<file path="src/rtl/spi_fb_loader_if.sv">
// Frame-buffer write port and frame-swap handshake between the SPI loader and the HUB75 core.
interface spi_fb_loader_if #(
    parameter int unsigned N_BANKS = 2,
    parameter int unsigned N_ROWS  = 32,
    parameter int unsigned N_COLS  = 64
);
    localparam int unsigned RA_W       = $clog2(N_BANKS) + $clog2(N_ROWS);
    localparam int unsigned LOG_N_COLS = $clog2(N_COLS);

    logic [RA_W-1:0]       fbw_row_addr;
    logic [LOG_N_COLS-1:0] fbw_col_addr;
    logic [23:0]           fbw_data;
    logic                  fbw_wren;
    logic                  fbw_row_store;
    logic                  fbw_row_swap;
    logic                  fbw_row_rdy;
    logic                  frame_swap;
    logic                  frame_rdy;

    modport master (
        output fbw_row_addr, fbw_col_addr, fbw_data, fbw_wren,
        output fbw_row_store, fbw_row_swap, frame_swap,
        input  fbw_row_rdy, frame_rdy
    );

    modport slave (
        input  fbw_row_addr, fbw_col_addr, fbw_data, fbw_wren,
        input  fbw_row_store, fbw_row_swap, frame_swap,
        output fbw_row_rdy, frame_rdy
    );
endinterface

</file>
<file path="src/rtl/spi_fb_loader.sv">
// SPI mode-0 slave that decodes host commands, assembles RGB pixels and drives the
// HUB75 frame-buffer row-write port plus the row-store / frame-swap handshakes.
module spi_fb_loader #(
    parameter int unsigned N_BANKS = 2,
    parameter int unsigned N_ROWS  = 32,
    parameter int unsigned N_COLS  = 64
) (
    input  logic clk,
    input  logic rst_n,
    input  logic spi_clk,
    input  logic spi_cs_n,
    input  logic spi_mosi,
    output logic spi_miso,
    spi_fb_loader_if.master fbw
);
    localparam int unsigned LOG_N_BANKS = $clog2(N_BANKS);
    localparam int unsigned LOG_N_ROWS  = $clog2(N_ROWS);
    localparam int unsigned LOG_N_COLS  = $clog2(N_COLS);
    localparam int unsigned RA_W        = LOG_N_BANKS + LOG_N_ROWS;
    localparam logic [LOG_N_COLS-1:0] LAST_COL = LOG_N_COLS'(N_COLS - 1);

    typedef enum logic [2:0] {
        S_IDLE, S_CMD, S_ROW_ADDR, S_PIX_R, S_PIX_G, S_PIX_B, S_STATUS, S_SINK
    } state_t;

    logic [2:0] sclk_q;
    logic [1:0] cs_q;
    logic [1:0] mosi_q;
    logic       sclk_rise, sclk_fall, cs_n_s, mosi_s;

    logic [2:0] bit_cnt;
    logic [6:0] rx_sh;
    logic [7:0] rx_byte;
    logic       byte_vld;

    state_t                state_q, state_d;
    logic [LOG_N_COLS-1:0] col_q;
    logic [7:0]            red_q, grn_q;
    logic [7:0]            tx_sh;
    logic                  store_pend, swap_pend, ovr;

    logic do_wren, do_row_load, do_red, do_grn, do_store_set, do_swap_set, do_ovr_set, do_status;

    // Pin synchronizers; the third spi_clk flop gives edge detection
    always_ff @(posedge clk or negedge rst_n) begin
        if (!rst_n) begin
            sclk_q <= 3'b000;
            cs_q   <= 2'b11;
            mosi_q <= 2'b00;
        end else begin
            sclk_q <= {sclk_q[1:0], spi_clk};
            cs_q   <= {cs_q[0], spi_cs_n};
            mosi_q <= {mosi_q[0], spi_mosi};
        end
    end

    assign sclk_rise = sclk_q[1] & ~sclk_q[2];
    assign sclk_fall = ~sclk_q[1] & sclk_q[2];
    assign cs_n_s    = cs_q[1];
    assign mosi_s    = mosi_q[1];

    // Byte assembly; a partial byte is dropped when chip select goes high
    always_ff @(posedge clk or negedge rst_n) begin
        if (!rst_n) begin
            bit_cnt  <= 3'd0;
            rx_sh    <= 7'd0;
            rx_byte  <= 8'd0;
            byte_vld <= 1'b0;
        end else begin
            byte_vld <= 1'b0;
            if (cs_n_s) begin
                bit_cnt <= 3'd0;
            end else if (sclk_rise) begin
                rx_sh   <= {rx_sh[5:0], mosi_s};
                bit_cnt <= bit_cnt + 3'd1;
                if (bit_cnt == 3'd7) begin
                    rx_byte  <= {rx_sh, mosi_s};
                    byte_vld <= 1'b1;
                end
            end
        end
    end

    always_ff @(posedge clk or negedge rst_n) begin
        if (!rst_n) state_q <= S_IDLE;
        else        state_q <= state_d;
    end

    // Command parser: next state and per-byte actions
    always_comb begin
        state_d      = state_q;
        do_wren      = 1'b0;
        do_row_load  = 1'b0;
        do_red       = 1'b0;
        do_grn       = 1'b0;
        do_store_set = 1'b0;
        do_swap_set  = 1'b0;
        do_ovr_set   = 1'b0;
        do_status    = 1'b0;
        if (cs_n_s) begin
            state_d = S_IDLE;
        end else begin
            case (state_q)
                S_IDLE: state_d = S_CMD;
                S_CMD: if (byte_vld) begin
                    case (rx_byte)
                        8'h10: begin
                            if (store_pend) begin
                                do_ovr_set = 1'b1;
                                state_d    = S_SINK;
                            end else begin
                                state_d = S_ROW_ADDR;
                            end
                        end
                        8'h20: begin
                            do_swap_set = 1'b1;
                            state_d     = S_SINK;
                        end
                        8'h00: begin
                            do_status = 1'b1;
                            state_d   = S_STATUS;
                        end
                        default: state_d = S_SINK;
                    endcase
                end
                S_ROW_ADDR: if (byte_vld) begin
                    do_row_load = 1'b1;
                    state_d     = S_PIX_R;
                end
                S_PIX_R: if (byte_vld) begin
                    do_red  = 1'b1;
                    state_d = S_PIX_G;
                end
                S_PIX_G: if (byte_vld) begin
                    do_grn  = 1'b1;
                    state_d = S_PIX_B;
                end
                S_PIX_B: if (byte_vld) begin
                    do_wren = 1'b1;
                    if (col_q == LAST_COL) begin
                        do_store_set = 1'b1;
                        state_d      = S_SINK;
                    end else begin
                        state_d = S_PIX_R;
                    end
                end
                S_STATUS: state_d = S_STATUS;
                S_SINK:   state_d = S_SINK;
                default:  state_d = S_IDLE;
            endcase
        end
    end

    // Pixel datapath and row-write port
    always_ff @(posedge clk or negedge rst_n) begin
        if (!rst_n) begin
            col_q            <= '0;
            red_q            <= 8'd0;
            grn_q            <= 8'd0;
            fbw.fbw_wren     <= 1'b0;
            fbw.fbw_data     <= 24'd0;
            fbw.fbw_col_addr <= '0;
            fbw.fbw_row_addr <= '0;
        end else begin
            fbw.fbw_wren <= do_wren;
            if (do_red) red_q <= rx_byte;
            if (do_grn) grn_q <= rx_byte;
            if (do_row_load) fbw.fbw_row_addr <= RA_W'(rx_byte);
            if (do_wren) begin
                fbw.fbw_data     <= {red_q, grn_q, rx_byte};
                fbw.fbw_col_addr <= col_q;
            end
            if (cs_n_s || do_row_load) col_q <= '0;
            else if (do_wren)          col_q <= (col_q == LAST_COL) ? '0 : col_q + LOG_N_COLS'(1);
        end
    end

    // Pending store/swap requests; a swap never overtakes an outstanding row store
    always_ff @(posedge clk or negedge rst_n) begin
        if (!rst_n) begin
            store_pend        <= 1'b0;
            swap_pend         <= 1'b0;
            ovr               <= 1'b0;
            fbw.fbw_row_store <= 1'b0;
            fbw.fbw_row_swap  <= 1'b0;
            fbw.frame_swap    <= 1'b0;
        end else begin
            fbw.fbw_row_store <= 1'b0;
            fbw.fbw_row_swap  <= 1'b0;
            fbw.frame_swap    <= 1'b0;
            if (store_pend && fbw.fbw_row_rdy) begin
                fbw.fbw_row_store <= 1'b1;
                fbw.fbw_row_swap  <= 1'b1;
                store_pend        <= 1'b0;
            end else if (do_store_set) begin
                store_pend <= 1'b1;
            end
            if (swap_pend && fbw.frame_rdy && !store_pend) begin
                fbw.frame_swap <= 1'b1;
                swap_pend      <= 1'b0;
            end else if (do_swap_set) begin
                swap_pend <= 1'b1;
            end
            if (do_status)       ovr <= 1'b0;
            else if (do_ovr_set) ovr <= 1'b1;
        end
    end

    // Status shifter; drains to zero so MISO idles low
    always_ff @(posedge clk or negedge rst_n) begin
        if (!rst_n) begin
            tx_sh    <= 8'd0;
            spi_miso <= 1'b0;
        end else if (cs_n_s) begin
            tx_sh    <= 8'd0;
            spi_miso <= 1'b0;
        end else if (do_status) begin
            tx_sh <= {store_pend, ovr, swap_pend, 5'b0};
        end else if (sclk_fall) begin
            spi_miso <= tx_sh[7];
            tx_sh    <= {tx_sh[6:0], 1'b0};
        end
    end
endmodule

</file>
<file path="src/flat_wrapper.sv">
// flat-port wrapper written by rule: the top's interface ports become plain ports
module spi_fb_loader_flat 
#(
    parameter int unsigned N_BANKS = 2,
    parameter int unsigned N_ROWS  = 32,
    parameter int unsigned N_COLS  = 64
)
  (clk, rst_n, spi_clk, spi_cs_n, spi_mosi, spi_miso, fbw_fbw_row_addr, fbw_fbw_col_addr, fbw_fbw_data, fbw_fbw_wren, fbw_fbw_row_store, fbw_fbw_row_swap, fbw_frame_swap, fbw_fbw_row_rdy, fbw_frame_rdy);
  spi_fb_loader_if #(.N_BANKS(N_BANKS), .N_ROWS(N_ROWS), .N_COLS(N_COLS)) fbw_i ();
  input  logic clk;
  input  logic rst_n;
  input  logic spi_clk;
  input  logic spi_cs_n;
  input  logic spi_mosi;
  output logic spi_miso;
  output wire logic [$bits(fbw_i.fbw_row_addr)-1:0] fbw_fbw_row_addr;
  output wire logic [$bits(fbw_i.fbw_col_addr)-1:0] fbw_fbw_col_addr;
  output wire logic [$bits(fbw_i.fbw_data)-1:0] fbw_fbw_data;
  output wire logic [$bits(fbw_i.fbw_wren)-1:0] fbw_fbw_wren;
  output wire logic [$bits(fbw_i.fbw_row_store)-1:0] fbw_fbw_row_store;
  output wire logic [$bits(fbw_i.fbw_row_swap)-1:0] fbw_fbw_row_swap;
  output wire logic [$bits(fbw_i.frame_swap)-1:0] fbw_frame_swap;
  input wire logic [$bits(fbw_i.fbw_row_rdy)-1:0] fbw_fbw_row_rdy;
  input wire logic [$bits(fbw_i.frame_rdy)-1:0] fbw_frame_rdy;
  assign fbw_fbw_row_addr = fbw_i.fbw_row_addr;
  assign fbw_fbw_col_addr = fbw_i.fbw_col_addr;
  assign fbw_fbw_data = fbw_i.fbw_data;
  assign fbw_fbw_wren = fbw_i.fbw_wren;
  assign fbw_fbw_row_store = fbw_i.fbw_row_store;
  assign fbw_fbw_row_swap = fbw_i.fbw_row_swap;
  assign fbw_frame_swap = fbw_i.frame_swap;
  assign fbw_i.fbw_row_rdy = fbw_fbw_row_rdy;
  assign fbw_i.frame_rdy = fbw_frame_rdy;
  spi_fb_loader #(.N_BANKS(N_BANKS), .N_ROWS(N_ROWS), .N_COLS(N_COLS)) u_core (.clk(clk), .rst_n(rst_n), .spi_clk(spi_clk), .spi_cs_n(spi_cs_n), .spi_mosi(spi_mosi), .spi_miso(spi_miso), .fbw(fbw_i));
endmodule
</file>
<file path="config.mk">
export PLATFORM = sky130hd
export DESIGN_NAME = spi_fb_loader_flat
export DESIGN_NICKNAME = d
export VERILOG_FILES = /design/src/rtl/spi_fb_loader_if.sv /design/src/rtl/spi_fb_loader.sv /design/src/flat_wrapper.sv
export SDC_FILE = /design/constraint.sdc
export NUM_CORES = 1
export LEC_CHECK = 0
export ABC_CLOCK_PERIOD_IN_PS = 4200
export CORE_UTILIZATION = 40
export CTS_CLUSTER_SIZE = 8
export DETAILED_ROUTE_END_ITERATION = 6
export SLEW_MARGIN = 15
export SYNTH_ARGS = -nofsm -noshare
export SYNTH_HDL_FRONTEND = slang
export SYNTH_SLANG_ARGS = --single-unit
export TNS_END_PERCENT = 50
</file>
<file path="constraint.sdc">
create_clock -name clk -period 4.2 [get_ports clk]
set_input_delay 1.26 -clock clk [delete_from_list [all_inputs] [get_ports clk]]
set_output_delay 1.26 -clock clk [all_outputs]
set_load 0.005 [all_outputs]
</file>
==> flow_summary.toml <==
[layout]
syn_to_final_growth_pct = 18.9
fill_cells = 870
antennaDiodeCount = 0
drive_gt1_share_pct = 18.1
fin_util_pct = 50.1
finalNetCount = 397

[critical_path]
critical-path-slowest-cell = "dfstp_2"
required_ns = 4.45
critPathArrivalTime_ns = 3.05
slowest_delay_ns = 0.72
critPathCaptureType = "register"
startpoint_type = "register"
critPathMaxFanout = 37
path_depth = 5
reg2reg_depth = 5
critPathBufInv = 2
cp_cell_sequence = "nand2b_1 -> or2_2 -> clkinv_1 -> buf_4 -> o311ai_1"
crit_type = "register to register"
rrSetupSlack_ns = 1.40
r2r-start = "u_core.cs_q[1]"
path_delay_family = "buffers and inverters"
r2r-end = "u_core.col_q[5]"

[hold_path]
worstHoldStart = "u_core.sclk_q[0]"
hold_end = "u_core.sclk_q[1]"
min_path_cells = 0
min_path_type = "register to register"

[run_status]
status = "finished, final reports clean"

[clock_network]
clock_path_buffers = 2
clk_pin_slew_ns = 0.09
cts_post_setup_buffers_inserted = 0
cts-root-buf = "clkbuf_8"
cts_tree = "done"
cts_sinks = 97
cts.htree.levels = 3
cts_resized = 0
cts_hold_buf = 0
cts_buffers = 9
clock_latency_ns = 0.36

[timing]
report.final.hold_viol_count = 0
timing.setup.tns_ns = 0
tightest_slew_ns = 0.845
slew_headroom_pct = 43.7
max_freq_mhz = 357
setup_violations = 0
drv_slew = 0
min_period_over_period_pct = 66.7
clock_skew_ns = 0.0115
rsz0062_at_grt = "false"
fin_crit_ns = 2.80

[flow_run]
cap_viol_max_count = 0

[synthesis]
synth_top_area_share_pct = 60.0
async_flop_share_pct = 100
netlist_area_sq_um = 3970
yosysSeqAreaShare_pct = 61.3
ys_types = 52
synth_area_leader_cell = "dfrtp_1"
synth_edf_count = 0
yosysWarnings = 0
syn_area_per_cell_sq_um = 11.6
syn_nets = 353
ys_top_cells_by_count = "95 x dfrtp_1, 95 x nand2_1, 37 x mux2_2"
syn_inst = 343
synth_top_flop_cell = "dfrtp_1"
synth-seq-cells = 97
ys_top_cells_by_area = "dfrtp_1 60%, mux2_2 11%, nand2_1 9.0%, nor2_1 1.4%, dfstp_2 1.3%"

[die]
core_region_area_sq_um = 9420
start_util_pct = 42.1
die_area_sq_um = 10300
die_x_um = 102
ioPinCount = 48
row_count = 35
die_height_um = 102

[placement]
gp_congestion = 0.794
io_buffers = 47
dp_hpwl_um = 4990

[detailed_routing]
firstDrtPassIters = 4
viasPerCell = 4.96
drt_iter0_drc = 133
vias = 2582
drc = 0
wl_per_cell_um = 14.5
drtAntennaViolNets = 0
drt_wl_total_um = 7540

[power_and_ir_drop]
peakVddDrop_mv = 0.217
finalPower_mw = 1.63
power.leakage_nw = 2.27
powerDensity_nw_per_um2 = 346

[global_routing]
grt-ovfl-total = 0
grt.total_usage_pct = 16.2
grt_pass1_vias = 2573
antenna_found_initial = 0
grt_pass1_wl_um = 12600
grt_max_degree = 68
## cells by family after synthesis
group / count (synthesis) / synth area share [%]
and+or+nand+nor: 148 / 18.0
DFF: 97 / 61.3
muxes: 42 / 11.8
AOI/OAI and AO/OA: 29 / 4.64
buffers and inverters: 21 / 2.65
xor gates and xnor gates: 3 / 0.663
adders and majority gates: 3 / 0.947
## worst register-to-register path: stages (launching register included)
cell and delay (ns):
dfstp_2 0.72, nand2b_1 0.21, or2_2 0.59, clkinv_1 0.54
buf_4 0.36, o311ai_1 0.29
## layout by cell type (no fill, tap or decap), types with 6 or more instances in the layout
master            n
nand2_1          95
dfrtp_1          95
clkdlybuf4s50_1  46
mux2_2           37
nor2_1           15
clkbuf_8         11
a21oi_1          10
nand2b_1          7
o21ai_0           6
## final cells by class
type | count | area, sq um | area share, %
sequential | 97 | 2430 | 51.5
multi-input combinational | 225 | 1430 | 30.3
timing repair buffer | 50 | 490 | 10.4
tap | 129 | 161 | 3.42
clock buffer | 11 | 151 | 3.21
clock inverter | 5 | 37.5 | 0.796
inverter | 4 | 15.0 | 0.318
## layer usage
layer	vias up	global-route usage, %	routed length [um]
met5	-	0	0
met4	0	4.68	78
met3	6	4.83	314
met2	56	25.7	3500
met1	1283	21.6	3650
li1	1237	-	-
## state kept, by name, summed over array words and instances, names as in the netlist, 6 cells and up
| register | count |
|---|---|
| u_core.grn_q | 8 |
| u_core.red_q | 8 |
| u_core.fbw.fbw_data | 24 |
| u_core.fbw.fbw_col_addr | 6 |
| u_core.col_q | 6 |
| u_core.fbw.fbw_row_addr | 6 |
| u_core.rx_sh | 7 |
| u_core.rx_byte | 8 |
## how the worst max path moves through the flow
| stage | from | to | slack [ns] |
|---|---|---|---|
| final | u_core.cs_q[1] | u_core.col_q[5] | 1.40 |
| after global routing | u_core.cs_q[1] | u_core.col_q[5] | 1.12 |
| after CTS | u_core.cs_q[1] | u_core.col_q[5] | 1.37 |
| after detailed placement | u_core.cs_q[1] | u_core.col_q[5] | 1.39 |
| after global placement | u_core.cs_q[1] | u_core.col_q[5] | 1.49 |
| after floorplan | u_core.fbw.fbw_row_swap | fbw_fbw_row_swap | 2.44 |
## through the flow
step           setup WS, ns  hold WS (ns)  std cells  area (sq um)
2_1_floorplan          2.44         0.331        343          3970
3_3_place_gp           1.49         0.334        505          4530
3_5_place_dp           1.39         0.340        505          4530
4_1_cts                1.37         0.362        521          4720
5_1_grt                1.12         0.368        521          4720
6_report               1.40         0.360        521          4720
## report_power, final
part,internal (mW),switching (mW),total (mW)
clock,0.250,0.320,0.570
sequential,0.969,0.0264,0.995
combinational,0.0338,0.0331,0.0669
total,1.25,0.379,1.63
(Power assumes the default switching activity.)
